===== config.mk =====
export PLATFORM = sky130hd
export DESIGN_NAME = l2_line_responder_flat
export DESIGN_NICKNAME = d
export VERILOG_FILES = /design/src/rtl/l2_if_pkg.sv /design/src/rtl/l2_line_responder_if.sv /design/src/rtl/l2_beat_assembler.sv /design/src/rtl/l2_line_responder.sv /design/src/flat_wrapper.sv
export SDC_FILE = /design/constraint.sdc
export NUM_CORES = 2
export LEC_CHECK = 0
export ABC_AREA = 1
export BUFFER_PORTS_ARGS = -buffer_cell sky130_fd_sc_hd__buf_2
export CORE_AREA = 2 2 454 456
export CTS_BUF_LIST = sky130_fd_sc_hd__clkbuf_4
export DETAILED_ROUTE_END_ITERATION = 7
export DIE_AREA = 0 0 456 458
export PLACE_DENSITY_LB_ADDON = 0.2
export SLEW_MARGIN = 20
export SYNTH_ARGS = -nofsm -noshare
export SYNTH_HDL_FRONTEND = slang
export SYNTH_SLANG_ARGS = --single-unit

===== constraint.sdc =====
create_clock -name clk -period 7.6 [get_ports clk]
set_input_delay 1.52 -clock clk [delete_from_list [all_inputs] [get_ports clk]]
set_output_delay 1.52 -clock clk [all_outputs]
set_load 0.005 [all_outputs]

===== src/rtl/l2_if_pkg.sv =====
// Shared constants and state encoding for the line-granular L1 <-> L2 request protocol.
// Imported by the L2 responder and by the L1 data cache controller.
package l2_if_pkg;
  localparam int WORD_BYTES  = 4;
  localparam int OFFSET_BITS = 6;
  localparam int BEATS       = (1 << OFFSET_BITS) / WORD_BYTES;

  typedef enum logic [1:0] {IDLE, WR, RD, RESP} l2_state_e;
endpackage


===== src/rtl/l2_line_responder_if.sv =====
// L1-facing line request port plus the word-wide memory beat bus of the L2 responder.
// master = L1 controller / memory side, slave = the responder.
interface l2_line_responder_if #(
  parameter int DATA_LENGTH = 32,
  parameter int LINE_SIZE   = 64
);
  logic                     l2_req;
  logic                     l2_we;
  logic [31:0]              l2_addr;
  logic [LINE_SIZE*8-1:0]   l2_write_data;
  logic [LINE_SIZE*8-1:0]   l2_read_data;
  logic                     l2_data_valid;
  logic                     l2_ready;
  logic                     mem_req;
  logic                     mem_we;
  logic [31:0]              mem_addr;
  logic [DATA_LENGTH-1:0]   mem_wdata;
  logic                     mem_gnt;
  logic [DATA_LENGTH-1:0]   mem_rdata;
  logic                     mem_rvalid;

  modport master (
    output l2_req, l2_we, l2_addr, l2_write_data, mem_gnt, mem_rdata, mem_rvalid,
    input  l2_read_data, l2_data_valid, l2_ready, mem_req, mem_we, mem_addr, mem_wdata
  );

  modport slave (
    input  l2_req, l2_we, l2_addr, l2_write_data, mem_gnt, mem_rdata, mem_rvalid,
    output l2_read_data, l2_data_valid, l2_ready, mem_req, mem_we, mem_addr, mem_wdata
  );
endinterface


===== src/rtl/l2_beat_assembler.sv =====
// Line buffer: whole-line load for writebacks, indexed word write for refills, indexed word select.
// line_d_o/sel_o expose the post-update value so the caller can register it in the same cycle.
module l2_beat_assembler #(
  parameter int  DATA_LENGTH = 32,
  parameter int  LINE_SIZE   = 64,
  localparam int IW          = $clog2(LINE_SIZE * 8 / DATA_LENGTH)
) (
  input  logic                   clk,
  input  logic                   load_i,
  input  logic [LINE_SIZE*8-1:0] line_i,
  input  logic                   wr_i,
  input  logic [IW-1:0]          wr_idx_i,
  input  logic [DATA_LENGTH-1:0] wdata_i,
  input  logic [IW-1:0]          sel_idx_i,
  output logic [LINE_SIZE*8-1:0] line_d_o,
  output logic [DATA_LENGTH-1:0] sel_o
);
  logic [LINE_SIZE*8-1:0] line_q, line_d;

  always_comb begin
    line_d = line_q;
    if (load_i) begin
      line_d = line_i;
    end else if (wr_i) begin
      line_d[int'(wr_idx_i) * DATA_LENGTH +: DATA_LENGTH] = wdata_i;
    end
  end

  assign line_d_o = line_d;
  assign sel_o    = line_d[int'(sel_idx_i) * DATA_LENGTH +: DATA_LENGTH];

  always_ff @(posedge clk) begin
    line_q <= line_d;
  end
endmodule


===== src/rtl/l2_line_responder.sv =====
// L2-side responder: one line request at a time, serialized into granted word beats; reads
// reassembled in order. Completion is a single l2_data_valid pulse, BEATS+1 cycles at best.
module l2_line_responder
  import l2_if_pkg::*;
#(
  parameter int DATA_LENGTH     = WORD_BYTES * 8,
  parameter int LINE_SIZE       = BEATS * WORD_BYTES,
  parameter int MAX_OUTSTANDING = 4
) (
  input logic               clk,
  input logic               rst,
  l2_line_responder_if.slave bus
);
  localparam int NB   = LINE_SIZE * 8 / DATA_LENGTH;
  localparam int OFFS = $clog2(LINE_SIZE);
  localparam int IW   = $clog2(NB);
  localparam int CW   = IW + 1;
  localparam int WBB  = $clog2(DATA_LENGTH / 8);

  l2_state_e              state_q;
  logic [CW-1:0]          issue_q, rx_q, issue_d, rx_d;
  logic [31-OFFS:0]       base_q;
  logic                   l2_ready_q, l2_data_valid_q, mem_req_q, mem_we_q;
  logic [31:0]            mem_addr_q, addr_next;
  logic [DATA_LENGTH-1:0] mem_wdata_q, sel_word;
  logic [LINE_SIZE*8-1:0] rdata_q, line_d;
  logic                   accept, fire, rx_ok, rd_req_d;

  assign accept = (state_q == IDLE) && bus.l2_req;
  assign fire   = mem_req_q && bus.mem_gnt;
  // A return in the grant cycle is legal even though rx has caught up with issue.
  assign rx_ok  = (state_q == RD) && bus.mem_rvalid && ((rx_q != issue_q) || fire);

  always_comb begin
    issue_d   = issue_q + CW'(fire);
    rx_d      = rx_q + CW'(rx_ok);
    rd_req_d  = (issue_d < CW'(NB)) && ((issue_d - rx_d) < CW'(MAX_OUTSTANDING));
    addr_next = {base_q, issue_d[IW-1:0], {WBB{1'b0}}};
  end

  l2_beat_assembler #(
    .DATA_LENGTH (DATA_LENGTH),
    .LINE_SIZE   (LINE_SIZE)
  ) u_asm (
    .clk       (clk),
    .load_i    (accept && bus.l2_we),
    .line_i    (bus.l2_write_data),
    .wr_i      (rx_ok),
    .wr_idx_i  (rx_q[IW-1:0]),
    .wdata_i   (bus.mem_rdata),
    .sel_idx_i (issue_d[IW-1:0]),
    .line_d_o  (line_d),
    .sel_o     (sel_word)
  );

  always_ff @(posedge clk) begin
    if (rst) begin
      state_q         <= IDLE;
      l2_ready_q      <= 1'b1;
      l2_data_valid_q <= 1'b0;
      rdata_q         <= '0;
      mem_req_q       <= 1'b0;
      mem_we_q        <= 1'b0;
      mem_addr_q      <= '0;
      mem_wdata_q     <= '0;
      issue_q         <= '0;
      rx_q            <= '0;
      base_q          <= '0;
    end else begin
      issue_q         <= issue_d;
      rx_q            <= rx_d;
      l2_data_valid_q <= 1'b0;
      unique case (state_q)
        IDLE: if (accept) begin
          base_q      <= bus.l2_addr[31:OFFS];
          l2_ready_q  <= 1'b0;
          mem_req_q   <= 1'b1;
          mem_we_q    <= bus.l2_we;
          mem_addr_q  <= {bus.l2_addr[31:OFFS], {OFFS{1'b0}}};
          mem_wdata_q <= sel_word;
          state_q     <= bus.l2_we ? WR : RD;
        end
        WR: if (fire) begin
          if (issue_q == CW'(NB - 1)) begin
            mem_req_q       <= 1'b0;
            l2_data_valid_q <= 1'b1;
            state_q         <= RESP;
          end else begin
            mem_addr_q  <= addr_next;
            mem_wdata_q <= sel_word;
          end
        end
        RD: begin
          if (rx_d == CW'(NB)) begin
            mem_req_q       <= 1'b0;
            l2_data_valid_q <= 1'b1;
            rdata_q         <= line_d;
            state_q         <= RESP;
          end else begin
            mem_req_q <= rd_req_d;
            if (rd_req_d) mem_addr_q <= addr_next;
          end
        end
        RESP: begin
          l2_ready_q <= 1'b1;
          issue_q    <= '0;
          rx_q       <= '0;
          state_q    <= IDLE;
        end
        default: state_q <= IDLE;
      endcase
    end
  end

  assign bus.l2_ready      = l2_ready_q;
  assign bus.l2_data_valid = l2_data_valid_q;
  assign bus.l2_read_data  = rdata_q;
  assign bus.mem_req       = mem_req_q;
  assign bus.mem_we        = mem_we_q;
  assign bus.mem_addr      = mem_addr_q;
  assign bus.mem_wdata     = mem_wdata_q;
endmodule


===== src/flat_wrapper.sv =====
// flat-port wrapper written by rule: the top's interface ports become plain ports
module l2_line_responder_flat import l2_if_pkg::*;
#(
  parameter int DATA_LENGTH     = WORD_BYTES * 8,
  parameter int LINE_SIZE       = BEATS * WORD_BYTES,
  parameter int MAX_OUTSTANDING = 4
)
  (clk, rst, bus_l2_req, bus_l2_we, bus_l2_addr, bus_l2_write_data, bus_mem_gnt, bus_mem_rdata, bus_mem_rvalid, bus_l2_read_data, bus_l2_data_valid, bus_l2_ready, bus_mem_req, bus_mem_we, bus_mem_addr, bus_mem_wdata);
  l2_line_responder_if #(.DATA_LENGTH(DATA_LENGTH), .LINE_SIZE(LINE_SIZE)) bus_i ();
  input logic clk;
  input logic rst;
  input wire logic [$bits(bus_i.l2_req)-1:0] bus_l2_req;
  input wire logic [$bits(bus_i.l2_we)-1:0] bus_l2_we;
  input wire logic [$bits(bus_i.l2_addr)-1:0] bus_l2_addr;
  input wire logic [$bits(bus_i.l2_write_data)-1:0] bus_l2_write_data;
  input wire logic [$bits(bus_i.mem_gnt)-1:0] bus_mem_gnt;
  input wire logic [$bits(bus_i.mem_rdata)-1:0] bus_mem_rdata;
  input wire logic [$bits(bus_i.mem_rvalid)-1:0] bus_mem_rvalid;
  output wire logic [$bits(bus_i.l2_read_data)-1:0] bus_l2_read_data;
  output wire logic [$bits(bus_i.l2_data_valid)-1:0] bus_l2_data_valid;
  output wire logic [$bits(bus_i.l2_ready)-1:0] bus_l2_ready;
  output wire logic [$bits(bus_i.mem_req)-1:0] bus_mem_req;
  output wire logic [$bits(bus_i.mem_we)-1:0] bus_mem_we;
  output wire logic [$bits(bus_i.mem_addr)-1:0] bus_mem_addr;
  output wire logic [$bits(bus_i.mem_wdata)-1:0] bus_mem_wdata;
  assign bus_i.l2_req = bus_l2_req;
  assign bus_i.l2_we = bus_l2_we;
  assign bus_i.l2_addr = bus_l2_addr;
  assign bus_i.l2_write_data = bus_l2_write_data;
  assign bus_i.mem_gnt = bus_mem_gnt;
  assign bus_i.mem_rdata = bus_mem_rdata;
  assign bus_i.mem_rvalid = bus_mem_rvalid;
  assign bus_l2_read_data = bus_i.l2_read_data;
  assign bus_l2_data_valid = bus_i.l2_data_valid;
  assign bus_l2_ready = bus_i.l2_ready;
  assign bus_mem_req = bus_i.mem_req;
  assign bus_mem_we = bus_i.mem_we;
  assign bus_mem_addr = bus_i.mem_addr;
  assign bus_mem_wdata = bus_i.mem_wdata;
  l2_line_responder #(.DATA_LENGTH(DATA_LENGTH), .LINE_SIZE(LINE_SIZE), .MAX_OUTSTANDING(MAX_OUTSTANDING)) u_core (.clk(clk), .rst(rst), .bus(bus_i));
endmodule

-- Word-level counts from Yosys, hierarchy flattened
Cells that the tools add are included.
- flip-flop bits (word level): 1130
- input bits: 582
- logic and storage cells: 83
- add/sub/neg operators: 4
- order comparisons: 2
- equality and inequality tests: 13
- shift operators: 3
- mux-type cells: 30
- reduce and logical (&&, ||, !) cells: 19
- operators by type and width (operator ; number):
    512-bit two-way mux ; 2
    512-bit bitwise mux ; 1
    32-bit by 33-bit variable shift with 512-bit output (first input constant) ; 1
    32-bit by 33-bit indexed part select with 512-bit output ; 1
    512-bit by 10-bit indexed part select with 32-bit output ; 1
    32-bit two-way mux ; 8
    32-bit one-hot mux with 3 select lines ; 1
    32-bit one-hot mux with 2 select lines ; 1
    9-bit negation with 33-bit output ; 1
    4-bit AND reduction ; 3
    5-bit by 1-bit adder with 5-bit output ; 2
    2-bit two-way mux ; 5
    1-bit two-way mux ; 8
    2-bit by 1-bit != test with 1-bit output (second input constant) ; 4
    2-bit one-hot mux with 4 select lines ; 1
    1-bit logical AND ; 6
    2-bit != test (second input constant) ; 3
    2-bit AND reduction ; 3
    6-bit AND reduction ; 1
    5-bit by 4-bit == test with 1-bit output (second input constant) ; 1
    5-bit == test (second input constant) ; 1
    5-bit by 3-bit < comparator with 1-bit output (second input constant) ; 1
    5-bit < comparator (second input constant) ; 1
    5-bit != test ; 1
    other kinds (10) ; 13

-- Depth between registers and ports, before layout
- depth in word-level cells: 10
- mapped depth: 26

-- Cells and area by module
A second synthesis with hierarchy kept.
- cell total of the unflattened synthesis: 8497
- area total of the unflattened synthesis: 54050.6 um^2
- modules (own cells, without submodules) (module ; instances ; cells each ; area an instance (um^2) ; sequential area each (um^2)):
    l2_beat_assembler ; 1 ; 5631 ; 32069.5 ; 10249.8
    l2_line_responder ; 1 ; 2866 ; 21981.1 ; 12331.8

-- Worst setup path before layout
No wires, ideal clock.
- kind: input to register
- start point: input bus_mem_gnt
- end point: register u_core.mem_addr_q[2], in the netlist u_core.bus.mem_addr[2]
- setup time: 0.128 ns
- data arrival time: 4.403 ns
- path slack: 3.070 ns
- stages: 23
- path through: nand2_1 nand2_1 nor2_1 nand3_4 nand2_4 inv_2 buf_2 buf_2 ha_1 ha_1 inv_1 ha_1 a21oi_1 inv_1 o21ai_0 nand3_1 nand2_1 and3_1 clkbuf_1 clkbuf_1 o21ai_0 o21ai_0 nor2_1
- cells in the longest elaborated chain, start to end: 9
- elaborated cells between the ends (all ways): 19
- classes of those cells: add/sub: 3; order compare: 2; eq/ne: 4; mux: 5; reduce/logical: 5
- ends and longest elaborated chain (what ; line ; RTL):
    start: declaration ; flat_wrapper.sv:16 ; input wire logic [$bits(bus_i.mem_gnt)-1:0] bus_mem_gnt;
    1-bit logical AND (*) ; l2_line_responder.sv:30 ; assign fire = mem_req_q && bus.mem_gnt;
    1-bit logical OR (*) ; l2_line_responder.sv:32 ; assign rx_ok = (state_q == RD) && bus.mem_rvalid && ((rx_q != issue_q) || fire);
    1-bit logical AND (*) ; l2_line_responder.sv:32 ;
    5-bit by 1-bit adder with 5-bit output (*) ; l2_line_responder.sv:36 ; rx_d = rx_q + CW'(rx_ok);
    named net u_core.rx_d[1] ; l2_line_responder.sv:21 ; logic [CW-1:0] issue_q, rx_q, issue_d, rx_d;
    5-bit subtractor ; l2_line_responder.sv:37 ; rd_req_d = (issue_d < CW'(NB)) && ((issue_d - rx_d) < CW'(MAX_OUTSTANDING));
    5-bit by 3-bit < comparator with 1-bit output ; l2_line_responder.sv:37 ;
    1-bit logical AND ; l2_line_responder.sv:37 ;
    2-bit by 1-bit != test with 1-bit output (no source line) ; -- ;
    6-bit AND reduction (no source line) (*) ; -- ;
    end signal: assignment ; l2_line_responder.sv:79 ; mem_addr_q <= {bus.l2_addr[31:OFFS], {OFFS{1'b0}}};
    end signal: assignment ; l2_line_responder.sv:89 ; mem_addr_q <= addr_next;
    end signal: assignment ; l2_line_responder.sv:101 ; if (rd_req_d) mem_addr_q <= addr_next;
    end: declaration ; l2_line_responder.sv:24 ; logic [31:0] mem_addr_q, addr_next;
The timed path passes the listed nets; every way through them passes the cells marked *. The select of a mux whose other input is x is not followed.
A chain may end at the register's enable or synchronous reset.

-- Worst setup path in the final report
- start point: register u_core.rx_q[0]
- end point: register u_core.mem_wdata_q[22], in the netlist u_core.bus.mem_wdata[22]
- cells in the longest elaborated chain, start to end: 9
- elaborated cells between the ends (all ways): 14
- classes of those cells: add/sub: 1; eq/ne: 1; shift: 3; mux: 7; reduce/logical: 2
- ends and longest elaborated chain (what ; line ; RTL):
    start: declaration ; l2_line_responder.sv:21 ;
    start signal: assignment ; l2_line_responder.sv:71 ; rx_q <= rx_d;
    9-bit negation with 33-bit output or 5-bit != test (tied branches) ; l2_beat_assembler.sv:25, l2_line_responder.sv:32 ;
    32-bit by 33-bit indexed part select with 512-bit output (tied with other cells) ; l2_beat_assembler.sv:25 ; line_d[int'(wr_idx_i) * DATA_LENGTH +: DATA_LENGTH] = wdata_i;
    512-bit bitwise mux or 1-bit logical AND (tied branches) ; l2_beat_assembler.sv:25, l2_line_responder.sv:32 ;
    512-bit two-way mux (*) ; l2_beat_assembler.sv:24 ; end else if (wr_i) begin
    512-bit two-way mux (*) ; l2_beat_assembler.sv:22 ; if (load_i) begin
    512-bit by 10-bit indexed part select with 32-bit output (*) ; l2_beat_assembler.sv:30 ; assign sel_o = line_d[int'(sel_idx_i) * DATA_LENGTH +: DATA_LENGTH];
    32-bit two-way mux ; l2_line_responder.sv:84 ; if (issue_q == CW'(NB - 1)) begin
    32-bit two-way mux ; l2_line_responder.sv:83 ; WR: if (fire) begin
    32-bit one-hot mux with 2 select lines (*) ; l2_line_responder.sv:73 ; unique case (state_q)
    end signal: assignment ; l2_line_responder.sv:80 ; mem_wdata_q <= sel_word;
    end signal: assignment ; l2_line_responder.sv:90 ; mem_wdata_q <= sel_word;
    end: declaration ; l2_line_responder.sv:25 ; logic [DATA_LENGTH-1:0] mem_wdata_q, sel_word;
Every way passes the cells marked *; elsewhere a longest branch is shown, timed or not. The select of a mux whose other input is x is not followed.

==> results_dict.tcl <==
set metrics [dict create \
    via_per_inst 5.19 \
    multi_input_area_mm2 0.0270 \
    root_buffer "clkbuf_4" \
    worstMarginPinSlew_ns 1.24 \
    start_util_pct 27.9 \
    post_cts_resized 0 \
    drtIter0Drc 8519 \
    synth_edf_count 0 \
    failed_checks "DRC" \
    cp.arrival_ns 6.97 \
    synth_mux_area_share_pct 0 \
    routed_wl_um 406000 \
    cts_buffers 355 \
    regArea_mm2 0.0226 \
    netlist_area_mm2 0.0569 \
    htreeDepth 5 \
    num_vias 67800 \
    fillerInstances 23200 \
    synth_area_per_cell_um2 6.26 \
    rr_worst_depth 18 \
    reg2reg_slack_ns 1.87 \
    tritoncts "built" \
    rows 166 \
    placed_cells 12400 \
    die_x_um 456 \
    core_mm2 0.204 \
    post_drt_wl_per_cell_um 31.1 \
    detail-route-antenna-nets 0 \
    fin_tns_setup_ns 0 \
    io_pins 1162 \
    fmax_mhz 174 \
    synth_compound_area_share_pct 6.87 \
    clkSlewWorstSetupHoldPaths_ns 0.06 \
    drt-pass1-iter-count 8 \
    slew_viol_final 0 \
    final-setup-viol-count 0 \
    areaGrowthSynthToFinish_pct 21.5 \
    rsz0062_at_grt "false" \
    grt.total_usage_pct 37.1 \
    layout_common_cells "nand2_1 (2,190), nand3_1 (1,561), nor2_1 (1,254), inv_1 (1,215), buf_2 (1,152)" \
    hold_depth 3 \
    grt_max_degree 165 \
    ys_warn_count 0 \
    yosysSeqAreaShare_pct 39.7 \
    async_reset_ff_share_pct 0 \
    synth_top_family_by_area "simple AND/OR/NAND/NOR gates" \
    place.gp.congestion 1.05 \
    yosys.cell_types.count 39 \
    critical_path.endpoint_type "register" \
    hold_violations 0 \
    hp-class "in -> reg" \
    p_per_area_mw_per_mm2 367 \
    antenna_found_initial 71 \
    clkLatencyLatePin_ns 1.47 \
    synthXorXnorAreaFrac_pct 0.0923 \
    first_global_vias 62000 \
    irDropWorstVdd_v 0.000245 \
    cts_setup_buffers 0 \
    synthSimpleGateAreaFrac_pct 39.9 \
    die_area_mm2 0.209 \
    fin_cells 13100 \
    synth.top_cell.area_share_pct 39.7 \
    io_buffer_count 1153 \
    synthAdderAreaFrac_pct 0.308 \
    dieHeight_um 458 \
    dp_hpwl_um 315000 \
    route.detailed.drc 1 \
    synthTopCellsByArea "dfxtp_1 (40%), nand2_1 (14%), nand3_1 (14%)" \
    synth_seq_cells 1128 \
    layout-drive-gt1-share_pct 18.4 \
    ys.flop_type "dfxtp_1" \
    synth_top_cell_by_area "dfxtp_1" \
    slew_headroom_pct 16.8 \
    path_class "reg -> reg" \
    worst_clock_skew_ns 0.126 \
    status "finished with violations" \
    layout_min_cycle_time_ns 5.73 \
    grt_overflow_total 0 \
    drv_cap 0 \
    start_kind "register" \
    path_max_fanout 45 \
    holdBufCountCts 0 \
    cts_buffer_depth 4 \
    worstPathRequired_ns 8.84 \
    fin_crit_sh_pct 75.4 \
    dpl_worst_slack_ns 1.79 \
    layout_commonest_cell "nand2_1" \
    grt_pass1_wl_um 531000 \
    setup_slack_ns 1.87 \
    power_leakage_nw 38.5 \
    num-nets-final 10700 \
    synth_cells 9097 \
    cts.sinks 1128 \
]
==> flip-flops by register name (all words and copies together), names as in the netlist <==
name	flops
u_core.bus.mem_req	1
u_core.bus.mem_we	1
u_core.base_q	26
u_core.state_q	2
u_core.bus.l2_data_valid	1
u_core.issue_q	5
u_core.bus.l2_read_data	512
u_core.rx_q	5
u_core.bus.mem_wdata	32
u_core.bus.mem_addr	30
u_core.u_asm.line_q	512
u_core.bus.l2_ready	1
==> worst paths after layout <==
path | from | to
max reg2reg | u_core.rx_q[0]$_SDFF_PP0_ | u_core.bus.mem_wdata[22]$_SDFFE_PP0P_
max | u_core.rx_q[0]$_SDFF_PP0_ | u_core.bus.mem_wdata[22]$_SDFFE_PP0P_
min reg2reg | u_core.base_q[18]$_SDFFE_PP0P_ | u_core.bus.mem_addr[24]$_SDFFE_PP0P_
min | bus_l2_write_data[47] | u_core.u_asm.line_q[47]$_DFF_P_
==> routing by layer <==
metal	vias up	track usage, %	wire length, µm
met4	16	26.5	32700
li1	30800	-	-
met5	-	0	112
met3	906	8.02	34200
met1	32300	47.6	167000
met2	3737	55.1	171000
==> per-stage QoR <==
step	hold slack [ns]	utilization (%)	total power [mW]	area (µm²)
floorplan	0.451	-	13.8	56900
global placement	0.456	31.8	18.9	64900
detailed placement	0.463	31.9	19.0	64900
CTS	0.208	33.9	25.1	69000
global route	0.247	33.9	26.5	69100
finish	0.318	33.9	25.4	69100
==> cell usage after synthesis, drive strengths merged, types with 2 or more instances <==
cell type	count
dfxtp	1128
ha	14
a21oi	10
nand3	1574
clkbuf	352
o21ai	578
xnor2	2
o21bai	96
inv	1234
a221oi	2
xor2	4
nor4	12
nor2	1271
nand2	2196
o211ai	7
clkinv	38
buf	288
nor3	56
nand4	205
a31oi	26
==> logic make-up after synthesis <==
logic type	Yosys count
simple gates	5315
buf+inv	1912
flops	1128
compound gates	721
fa+ha+maj	14
xor+xnor	6
other cells	1
==> worst max-delay path, cell delays in order (launching register included) <==
cell and delay [ns]:
dfxtp_1 0.31, inv_1 0.04, buf_4 0.30, ha_4 0.22, inv_2 0.03, nand2_1 0.11
nand2_4 0.42, inv_4 0.48, nand4_4 0.65, inv_2 0.83, nand3_1 0.59, nand3_1 0.28
nand3_1 0.10, nand2_1 0.16, nand3_1 0.35, nand3_1 0.28, nand3_1 0.19, nand2_1 0.12
inv_1 0.05
==> where the power goes <==
group	total (mW)	switching [mW]	internal (mW)
sequential	7.98	0.482	7.49
combinational	11.3	8.59	2.68
clock	6.12	3.01	3.11
==> final cells by class <==
cell class                      count  share of cell area [%]
Clock inverter                     68                   0.458
Inverter                         1272                    6.96
Multi-Input combinational cell   6058                    39.1
Sequential cell                  1128                    32.7
Timing Repair Buffer             1295                    10.3
Tap cell                         2688                    4.86
Antenna cell                       35                   0.127
Clock buffer                      511                    5.55
No activity file was read; power rests on OpenSTA's default activity.
